===== src/rtl/icache_ctrl_pkg.sv =====
// Shared definitions for the direct-mapped instruction cache controller:
// FSM encoding, line geometry and the word-select helper.
package icache_ctrl_pkg;

   typedef enum logic [1:0] {
      ST_IDLE  = 2'd0,
      ST_FETCH = 2'd1,
      ST_FILL  = 2'd2
   } state_t;

   localparam int LINE_BITS = 256;
   localparam int WORD_BITS = 32;
   localparam int OFFSET_W  = 5;
   localparam int WSEL_LSB  = 2;
   localparam int WSEL_W    = 3;

   // Word w of a line occupies bits [32w+31:32w]
   function automatic logic [WORD_BITS-1:0] word_sel(
      input logic [LINE_BITS-1:0] line,
      input logic [WSEL_W-1:0]    sel
   );
      return line[{sel, 5'd0} +: WORD_BITS];
   endfunction

endpackage


===== src/rtl/icache_sram.sv =====
// Tag/valid/data storage: one write port, one asynchronous read port and a
// global valid-clear that a same-edge write can override for its own line.
module icache_sram
   import icache_ctrl_pkg::*;
#(
   parameter int LINE_NUM = 16,
   parameter int IDX_W    = 4,
   parameter int TAG_W    = 23
) (
   input  logic                 clk,
   input  logic                 rst_n,
   input  logic [IDX_W-1:0]     rd_idx,
   output logic                 rd_valid,
   output logic [TAG_W-1:0]     rd_tag,
   output logic [LINE_BITS-1:0] rd_data,
   input  logic                 wr_en,
   input  logic [IDX_W-1:0]     wr_idx,
   input  logic [TAG_W-1:0]     wr_tag,
   input  logic [LINE_BITS-1:0] wr_data,
   input  logic                 clr_all
);

   logic [LINE_NUM-1:0]  valid_r;
   logic [TAG_W-1:0]     tag_r  [LINE_NUM];
   logic [LINE_BITS-1:0] data_r [LINE_NUM];

   // Valid bits: the global clear lands first, the written line is then re-validated
   always_ff @(posedge clk or negedge rst_n) begin
      if (!rst_n) begin
         valid_r <= {LINE_NUM{1'b0}};
      end else begin
         if (clr_all) begin
            valid_r <= {LINE_NUM{1'b0}};
         end
         if (wr_en) begin
            valid_r[wr_idx] <= 1'b1;
         end
      end
   end

   // Tag and data arrays carry no reset; the valid bits qualify them
   always_ff @(posedge clk) begin
      if (wr_en) begin
         tag_r[wr_idx]  <= wr_tag;
         data_r[wr_idx] <= wr_data;
      end
   end

   assign rd_valid = valid_r[rd_idx];
   assign rd_tag   = tag_r[rd_idx];
   assign rd_data  = data_r[rd_idx];

endmodule


===== src/rtl/icache_ctrl.sv =====
// Direct-mapped read-only instruction cache: combinational hit path, and a
// three-state refill FSM that fetches one 256-bit line per miss.
module icache_ctrl
   import icache_ctrl_pkg::*;
#(
   parameter int LINE_NUM = 16
) (
   input  logic                 clk_i,
   input  logic                 rst_i,
   input  logic                 req_i,
   input  logic [31:0]          addr_i,
   input  logic                 inval_i,
   output logic [31:0]          inst_o,
   output logic                 stall_o,
   output logic                 mem_enable_o,
   output logic [31:0]          mem_addr_o,
   input  logic [LINE_BITS-1:0] mem_data_i,
   input  logic                 mem_ack_i
);

   localparam int IDX_W = $clog2(LINE_NUM);
   localparam int TAG_W = 32 - OFFSET_W - IDX_W;

   state_t               state_r;
   state_t               state_nxt_s;
   logic [TAG_W-1:0]     fill_tag_r;
   logic [IDX_W-1:0]     fill_idx_r;
   logic [LINE_BITS-1:0] line_buf_r;
   logic                 inval_pend_r;
   logic                 mem_enable_r;
   logic [31:0]          mem_addr_r;

   logic [IDX_W-1:0]     idx_s;
   logic [TAG_W-1:0]     tag_s;
   logic [WSEL_W-1:0]    wsel_s;
   logic                 rd_valid_s;
   logic [TAG_W-1:0]     rd_tag_s;
   logic [LINE_BITS-1:0] rd_data_s;
   logic                 hit_s;
   logic                 stall_s;
   logic [31:0]          inst_s;
   logic                 miss_start_s;
   logic                 ack_take_s;
   logic                 fill_s;
   logic                 pend_set_s;
   logic                 clr_all_s;
   logic                 unused_s;

   assign idx_s    = addr_i[OFFSET_W +: IDX_W];
   assign tag_s    = addr_i[OFFSET_W + IDX_W +: TAG_W];
   assign wsel_s   = addr_i[WSEL_LSB +: WSEL_W];
   assign unused_s = ^addr_i[1:0];

   icache_sram #(
      .LINE_NUM (LINE_NUM),
      .IDX_W    (IDX_W),
      .TAG_W    (TAG_W)
   ) u_sram (
      .clk      (clk_i),
      .rst_n    (rst_i),
      .rd_idx   (idx_s),
      .rd_valid (rd_valid_s),
      .rd_tag   (rd_tag_s),
      .rd_data  (rd_data_s),
      .wr_en    (fill_s),
      .wr_idx   (fill_idx_r),
      .wr_tag   (fill_tag_r),
      .wr_data  (line_buf_r),
      .clr_all  (clr_all_s)
   );

   assign hit_s = rd_valid_s && (rd_tag_s == tag_s);

   // Next-state, stall, hit data and datapath strobes
   always_comb begin
      state_nxt_s  = state_r;
      stall_s      = 1'b0;
      inst_s       = 32'd0;
      miss_start_s = 1'b0;
      ack_take_s   = 1'b0;
      fill_s       = 1'b0;
      pend_set_s   = 1'b0;
      clr_all_s    = 1'b0;
      case (state_r)
         ST_IDLE: begin
            stall_s   = req_i & ~hit_s;
            clr_all_s = inval_i;
            if (hit_s) begin
               inst_s = word_sel(rd_data_s, wsel_s);
            end else begin
               inst_s = 32'd0;
            end
            if (req_i && !hit_s) begin
               state_nxt_s  = ST_FETCH;
               miss_start_s = 1'b1;
            end else begin
               state_nxt_s = ST_IDLE;
            end
         end
         ST_FETCH: begin
            stall_s    = 1'b1;
            pend_set_s = inval_i;
            if (mem_ack_i) begin
               state_nxt_s = ST_FILL;
               ack_take_s  = 1'b1;
            end else begin
               state_nxt_s = ST_FETCH;
            end
         end
         ST_FILL: begin
            // An invalidate arriving in this very cycle is folded into the pending one
            stall_s     = 1'b1;
            fill_s      = 1'b1;
            clr_all_s   = inval_pend_r | inval_i;
            state_nxt_s = ST_IDLE;
         end
         default: begin
            state_nxt_s = ST_IDLE;
         end
      endcase
   end

   // FSM state, refill tag/index, memory request and pending invalidate
   always_ff @(posedge clk_i or negedge rst_i) begin
      if (!rst_i) begin
         state_r      <= ST_IDLE;
         fill_tag_r   <= {TAG_W{1'b0}};
         fill_idx_r   <= {IDX_W{1'b0}};
         mem_enable_r <= 1'b0;
         mem_addr_r   <= 32'd0;
         inval_pend_r <= 1'b0;
      end else begin
         state_r <= state_nxt_s;
         if (miss_start_s) begin
            fill_tag_r   <= tag_s;
            fill_idx_r   <= idx_s;
            mem_addr_r   <= {tag_s, idx_s, {OFFSET_W{1'b0}}};
            mem_enable_r <= 1'b1;
         end else if (ack_take_s) begin
            mem_enable_r <= 1'b0;
         end
         if (fill_s) begin
            inval_pend_r <= 1'b0;
         end else if (pend_set_s) begin
            inval_pend_r <= 1'b1;
         end
      end
   end

   // Line buffer captures the refill on the ack edge
   always_ff @(posedge clk_i) begin
      if (ack_take_s) begin
         line_buf_r <= mem_data_i;
      end
   end

   assign stall_o      = stall_s & rst_i;
   assign inst_o       = inst_s;
   assign mem_enable_o = mem_enable_r;
   assign mem_addr_o   = mem_addr_r;

endmodule


===== config.mk =====
export PLATFORM = sky130hd
export DESIGN_NAME = icache_ctrl
export DESIGN_NICKNAME = d
export VERILOG_FILES = /design/src/rtl/icache_ctrl_pkg.sv /design/src/rtl/icache_sram.sv /design/src/rtl/icache_ctrl.sv
export SDC_FILE = /design/constraint.sdc
export NUM_CORES = 2
export LEC_CHECK = 0
export CAP_MARGIN = 20
export CORE_ASPECT_RATIO = 0.75
export CORE_MARGIN = 2
export CORE_UTILIZATION = 45
export CTS_BUF_LIST = sky130_fd_sc_hd__clkbuf_16
export CTS_CLUSTER_SIZE = 30
export DETAILED_ROUTE_END_ITERATION = 16
export PLACE_DENSITY_LB_ADDON = 0.1
export SKIP_LAST_GASP = 1
export SYNTH_ARGS = -nofsm -noshare
export SYNTH_HDL_FRONTEND = slang
export SYNTH_MEMORY_MAX_BITS = 65536
export SYNTH_SLANG_ARGS = --single-unit

===== constraint.sdc =====
create_clock -name clk_i -period 35.1 [get_ports clk_i]
set_input_delay 7.02 -clock clk_i [delete_from_list [all_inputs] [get_ports clk_i]]
set_output_delay 7.02 -clock clk_i [all_outputs]
set_load 0.03 [all_outputs]

# Word-level counts from Yosys, hierarchy flattened
# Memories as Yosys holds them, arrays and structs flattened.
# Cells that the tools add are included.
# totals
inputBits	293
ram_bits	4464
n_memories	2
out_inout_bits	66
ff_bits	330
wordCells	55
# op_classes
eq_ne	3
bitwise_logic	5
mux	25
shifts	1
reduce_logical	8
n_lt_le_gt_ge	3
# mem_list
name	words	width	read_ports	rd_clocked_by_memory_dff	wr	line	rtl
u_sram.data_r	16	256	1	0	1	icache_sram.sv:25	logic [LINE_BITS-1:0] data_r [LINE_NUM];
u_sram.tag_r	16	23	1	0	1	icache_sram.sv:24	logic [TAG_W-1:0] tag_r [LINE_NUM];
# op_table
op	n
$shiftx 256x9->32	1
$mux 32	2
$mux 16	2
$eq 23x23->1	1
$or 16x16->16	1
$mux 1	15
$lt 4x5->1 const B	2
$bmux 1 s4	1
$demux 1 s4	1
$ge 4x1->1 const B	1
$pmux 1 s2	2
$pmux 2 s2	1
$reduce_bool 2->1	2
$logic_and 1x1->1	3
$and 1x1->1	2
$eq 2x1->1 const B	1
$eq 2x2->1 const B	1
$logic_not 2->1	1
$mux 2	1
$reduce_or 2->1	1
$logic_not 1->1	1
$not 1->1	1
$or 1x1->1	1

# Logic depth before layout (Yosys ltp)
# logic_depth
word_depth	8
depth_mapped	12
ltp_nobuf	8

# Modules after synthesis
# From an unflattened synthesis, not the netlist that was laid out.
# unflattened
cells_unflattened	7593
area_unflattened_um2	179716.1
# modules_own_cells
module	area_per_inst_um2	seq_area_each_um2	instances	cells_each
icache_sram	168489.1	134448.9	1	7065
icache_ctrl	11227.0	8463.1	1	528

# Worst setup path before layout
# OpenSTA, ideal clock, no wires.
# synth_path
path_kind	register to register
from	reg state_r[0]
to	mem u_sram.data_r[0][0] (enable)
required_ns	33.837
arrival_time_ns	19.996
period_less_slack_ns	21.259
n_path_buf	0
setup_ns	1.263
path_stages_with_launch	5
setup_slack_ns	13.841
cell_sequence	dfrtp_1 -> inv_1 -> ha_1 -> or3b_2 -> nor3_1
# synth_via
elab_chain_cells	4
# synth_rtl
element	line	rtl
start, declared	icache_ctrl.sv:24	state_t state_r;
start signal, assigned	icache_ctrl.sv:133	state_r <= state_nxt_s;
$eq 2x2->1	icache_ctrl.sv:84	case (state_r)
$mux 1	icache_ctrl.sv:84	
$mux 1	icache_sram.sv:43	if (wr_en) begin
$mux 1 (not written as such)	icache_sram.sv:45	data_r[wr_idx] <= wr_data;
end, declared	icache_sram.sv:25	
# Every way passes these cells.

# Worst setup path in the final report
# layout_path
from	in addr_i[5]
to	out inst_o[3]
# layout_via
elab_chain_cells	5
elab_cells_between_ends	9
cone_classes	eq/ne (1); shift (1); mux (4); reduce/logical (1); memory (2)
# layout_rtl
element	line	rtl
start, declared	icache_ctrl.sv:11	input logic [31:0] addr_i,
parallel branches: the longest is 3 deep, another holds $mem_v2 16x256	n/a	
$mux 32 *	icache_ctrl.sv:88	if (hit_s) begin
$mux 32 *	icache_ctrl.sv:84	
end, declared	icache_ctrl.sv:13	output logic [31:0] inst_o,
# Mark *: on every way between the ends. The select of a mux whose other input is x is not followed.

==> results.py <==
metrics = {
    "placement": {
        "gp_congestion": 0.741,
        "portBuffers": 351,
        "post-dp-hpwl_um": 255000,
    },
    "timing": {
        "slew_headroom_pct": 28.8,
        "timing.final.max_slew_violations": 0,
        "period_share_pct": 61.2,
        "rsz0062_at_grt": "no",
        "min_period_ns": 21.47,
        "tightest_slew_ns": 1.07,
        "finalSetupViolations": 0,
        "clock_skew_ns": 0.0530,
        "setup_tns_ns": 0,
        "timing.final.hold_violations": 0,
        "fmax_ghz": 0.0466,
    },
    "pwr": {
        "leakagePower_uw": 0.0637,
        "seq_power_share_pct": 54.6,
        "powerDensity_mw_per_mm2": 60.7,
        "p_sw_uw": 2790,
        "swShare_pct": 22.5,
        "fin_total_pwr_uw": 12400,
        "pwr-share-comb_pct": 6.3,
        "p_int_uw": 9620,
        "p_clk_share_pct": 39.0,
        "ir_drop_mv": 0.0478,
    },
    "route": {
        "first_pass_iters": 5,
        "drtIter0Drc": 9144,
        "routed_wl_um": 475000,
        "wl_per_cell_um": 35.9,
        "vias_per_cell": 6.07,
        "drtAntennaViolNets": 0,
        "post-route-drc-count": 0,
        "dr_total_vias": 80300,
    },
    "min_path": {
        "hp-class": "flip-flop to flip-flop",
        "min_to": "u_sram.valid_r[7]",
        "hold_path_depth": 1,
        "hold_start": "u_sram.valid_r[7]",
    },
    "critical_path": {
        "rr_worst_depth": 9,
        "timing.rr.start": "state_r[0]",
        "startpoint": "addr_i[5]",
        "cp-start-kind": "input port",
        "path_max_fanout": 89,
        "rr_endpoint": "u_sram.data_r[4][40]",
        "cp-end-kind": "output pin",
        "criticalPathCategory": "input port to output pin",
        "cp.required_ns": 28.08,
        "cp.arrival_ns": 14.45,
        "r2r_slack_ns": 29.26,
    },
    "logic_synthesis": {
        "async_flop_share_pct": 0.986,
        "synth_area_mm2": 0.179,
        "synth-simple-area-share_pct": 0.354,
        "seq_area_frac_synth_pct": 79.7,
        "synthXorXnorAreaFrac_pct": 0.122,
        "synthTopCellsByArea": "edfxtp_1 79%, mux4_2 18%, dfrtp_1 0.66%",
        "synth_mux_area_share_pct": 18.6,
        "synth_seq_cells": 4767,
        "avgSynthCellArea_um2": 25.9,
        "yosysMostFrequentCell": "edfxtp_1",
        "synth_top_family_by_area": "multiplexers",
        "yosys_warnings": 0,
        "netlist_instances": 6914,
        "synth_compound_area_share_pct": 0.356,
        "synthTopCellsByCount": "4720 x edfxtp_1, 1416 x mux4_2, 122 x buf_1",
        "synth_top_cell_area_share_pct": 79.0,
        "yosys.area.top_type": "edfxtp_1",
        "synthAdderAreaFrac_pct": 0.0279,
        "synth-edff-count": 4720,
        "synth_flop_cell": "edfxtp_1",
        "synth.distinct_cells": 56,
    },
    "global_route": {
        "grt_pass1_vias": 81300,
        "grt_use_total_pct": 23.3,
        "grt_pass1_wl_um": 654000,
        "grt_max_degree": 117,
        "grt_antenna_before_repair": 105,
        "overflow": 0,
    },
    "clock_tree": {
        "clk_latency_ns": 1.01,
        "clkSlewWorstSetupHoldPaths_ns": 0.06,
        "cts_made_buffers": 463,
        "cts_tree": "yes",
        "cts_max_level": 5,
        "ctsRootBufferMaster": "clkbuf_16",
        "cts_hold_buffers": 0,
        "clock-sinks": 4767,
        "ctsResizeCount": 0,
        "max-clock-path-buffers": 4,
        "cts_setup_buffers": 0,
    },
    "run": {
        "drv_cap": 0,
    },
    "final_layout": {
        "nets": 7870,
        "syn_to_final_growth_pct": 14.0,
        "fill_cells": 30500,
        "final_core_util_pct": 51.6,
        "drive_above_1_share_pct": 29.1,
    },
    "floorplanning": {
        "core_area_mm2": 0.396,
        "die-area_mm2": 0.404,
        "die_w_um": 733,
        "boundaryPins": 359,
        "die_h_um": 551,
        "rows": 200,
        "start_util_pct": 45.3,
    },
    "run_status": {
        "status": "finished clean",
    },
}
==> worst max-delay path by stage <==
stage	endpoint	slack (ns)	cells after the start
5_1_grt	inst_o[6]	12.94	12
2_1_floorplan	u_sram.data_r[0][0]	13.84	4
3_5_place_dp	inst_o[6]	13.40	12
3_3_place_gp	inst_o[6]	13.39	12
4_1_cts	inst_o[6]	13.40	12
6_report	inst_o[3]	13.63	12
==> layout by cell type (no fill, tap or decap), types with 5 or more instances in the layout <==
master / netlist / final
clkinv_1: 0 / 110
and2_1: 6 / 5
nand3_1: 6 / 5
nand2b_1: 7 / 7
nor2b_1: 11 / 11
nand4_1: 5 / 5
conb_1: 1 / 5
buf_12: 2 / 22
mux4_2: 1416 / 1416
mux2_4: 27 / 27
clkbuf_16: 0 / 471
bufinv_16: 0 / 43
nor2_4: 0 / 12
nor2_1: 55 / 43
clkinvlp_4: 0 / 16
a21o_1: 17 / 17
clkinv_2: 0 / 94
edfxtp_1: 4720 / 4720
a22oi_1: 22 / 22
inv_6: 0 / 8
mux2i_1: 102 / 102
xnor2_1: 10 / 10
xor2_1: 15 / 15
dfrtp_1: 47 / 47
a21oi_1: 8 / 8
inv_1: 8 / 98
clkdlybuf4s50_1: 0 / 343
buf_4: 14 / 165
nand2_1: 12 / 12
diode_2: 0 / 27
==> flip-flops by register name (all words and copies together) (netlist names) <==
signal and flops:
u_sram.data_r 4096, inval_pend_r 1, line_buf_r 256, u_sram.tag_r 368, mem_enable_o 1, fill_tag_r 23
u_sram.valid_r 16, fill_idx_r 3, mem_addr_o 1, state_r 2
==> power groups by stage <==
stage,Combinational (µW),Sequential [µW],Clock (µW)
after detailed placement,801,6900,0
final,787,6780,4840
after global placement,801,6870,0
after CTS,803,6780,4950
after floorplan,412,6910,0
after global routing,825,6810,5170
==> final cells by class <==
cell class / instances / area [µm²] / area share [%]
tap: 5252 / 6570 / 3.21
multi-input combinational: 1794 / 35000 / 17.1
clock inverter: 375 / 2910 / 1.42
timing repair buffer: 539 / 5240 / 2.56
sequential: 4767 / 143000 / 69.9
clock buffer: 471 / 11800 / 5.76
inverter: 8 / 37.5 / 0.0184
antenna: 27 / 67.6 / 0.0330
==> logic make-up after synthesis <==
| kind of cell | count (synthesis) |
|---|---|
| other | 1 |
| buffers and inverters | 357 |
| xor gates and xnor gates | 25 |
| DFF | 4767 |
| AOI/OAI and AO/OA | 85 |
| and+or+nand+nor | 127 |
| muxes | 1548 |
| adders and majority gates | 4 |
==> metal layers <==
metal | vias to the layer above | track usage [%] | wire [µm]
met3 | 530 | 5.60 | 39900
met1 | 45000 | 35.3 | 209000
met2 | 3022 | 34.8 | 216000
met4 | 26 | 5.08 | 9520
li1 | 31700 | - | -
met5 | - | 0.523 | 158
==> critical path, cell delays in order <==
cell and delay, ns:
buf_16 0.36, buf_4 0.72, buf_4 0.84, buf_12 0.61, buf_12 0.58, buf_4 0.77
mux4_2 0.59, mux4_2 0.49, mux4_2 0.46, mux2i_1 0.68, nor2_1 0.08, clkdlybuf4s50_1 0.63
==> through the flow <==
stage | std cells | worst slack, ns | hold WS [ns] | area (µm²)
detailed placement | 12400 | 13.40 | 0.462 | 190000
CTS | 13200 | 13.40 | 0.476 | 204000
finish | 13200 | 13.63 | 0.476 | 205000
global route | 13200 | 12.94 | 0.493 | 205000
floorplan | 6918 | 13.84 | 0.444 | 179000
global placement | 12400 | 13.39 | 0.453 | 190000
No activity file was read; power rests on OpenSTA's default activity.
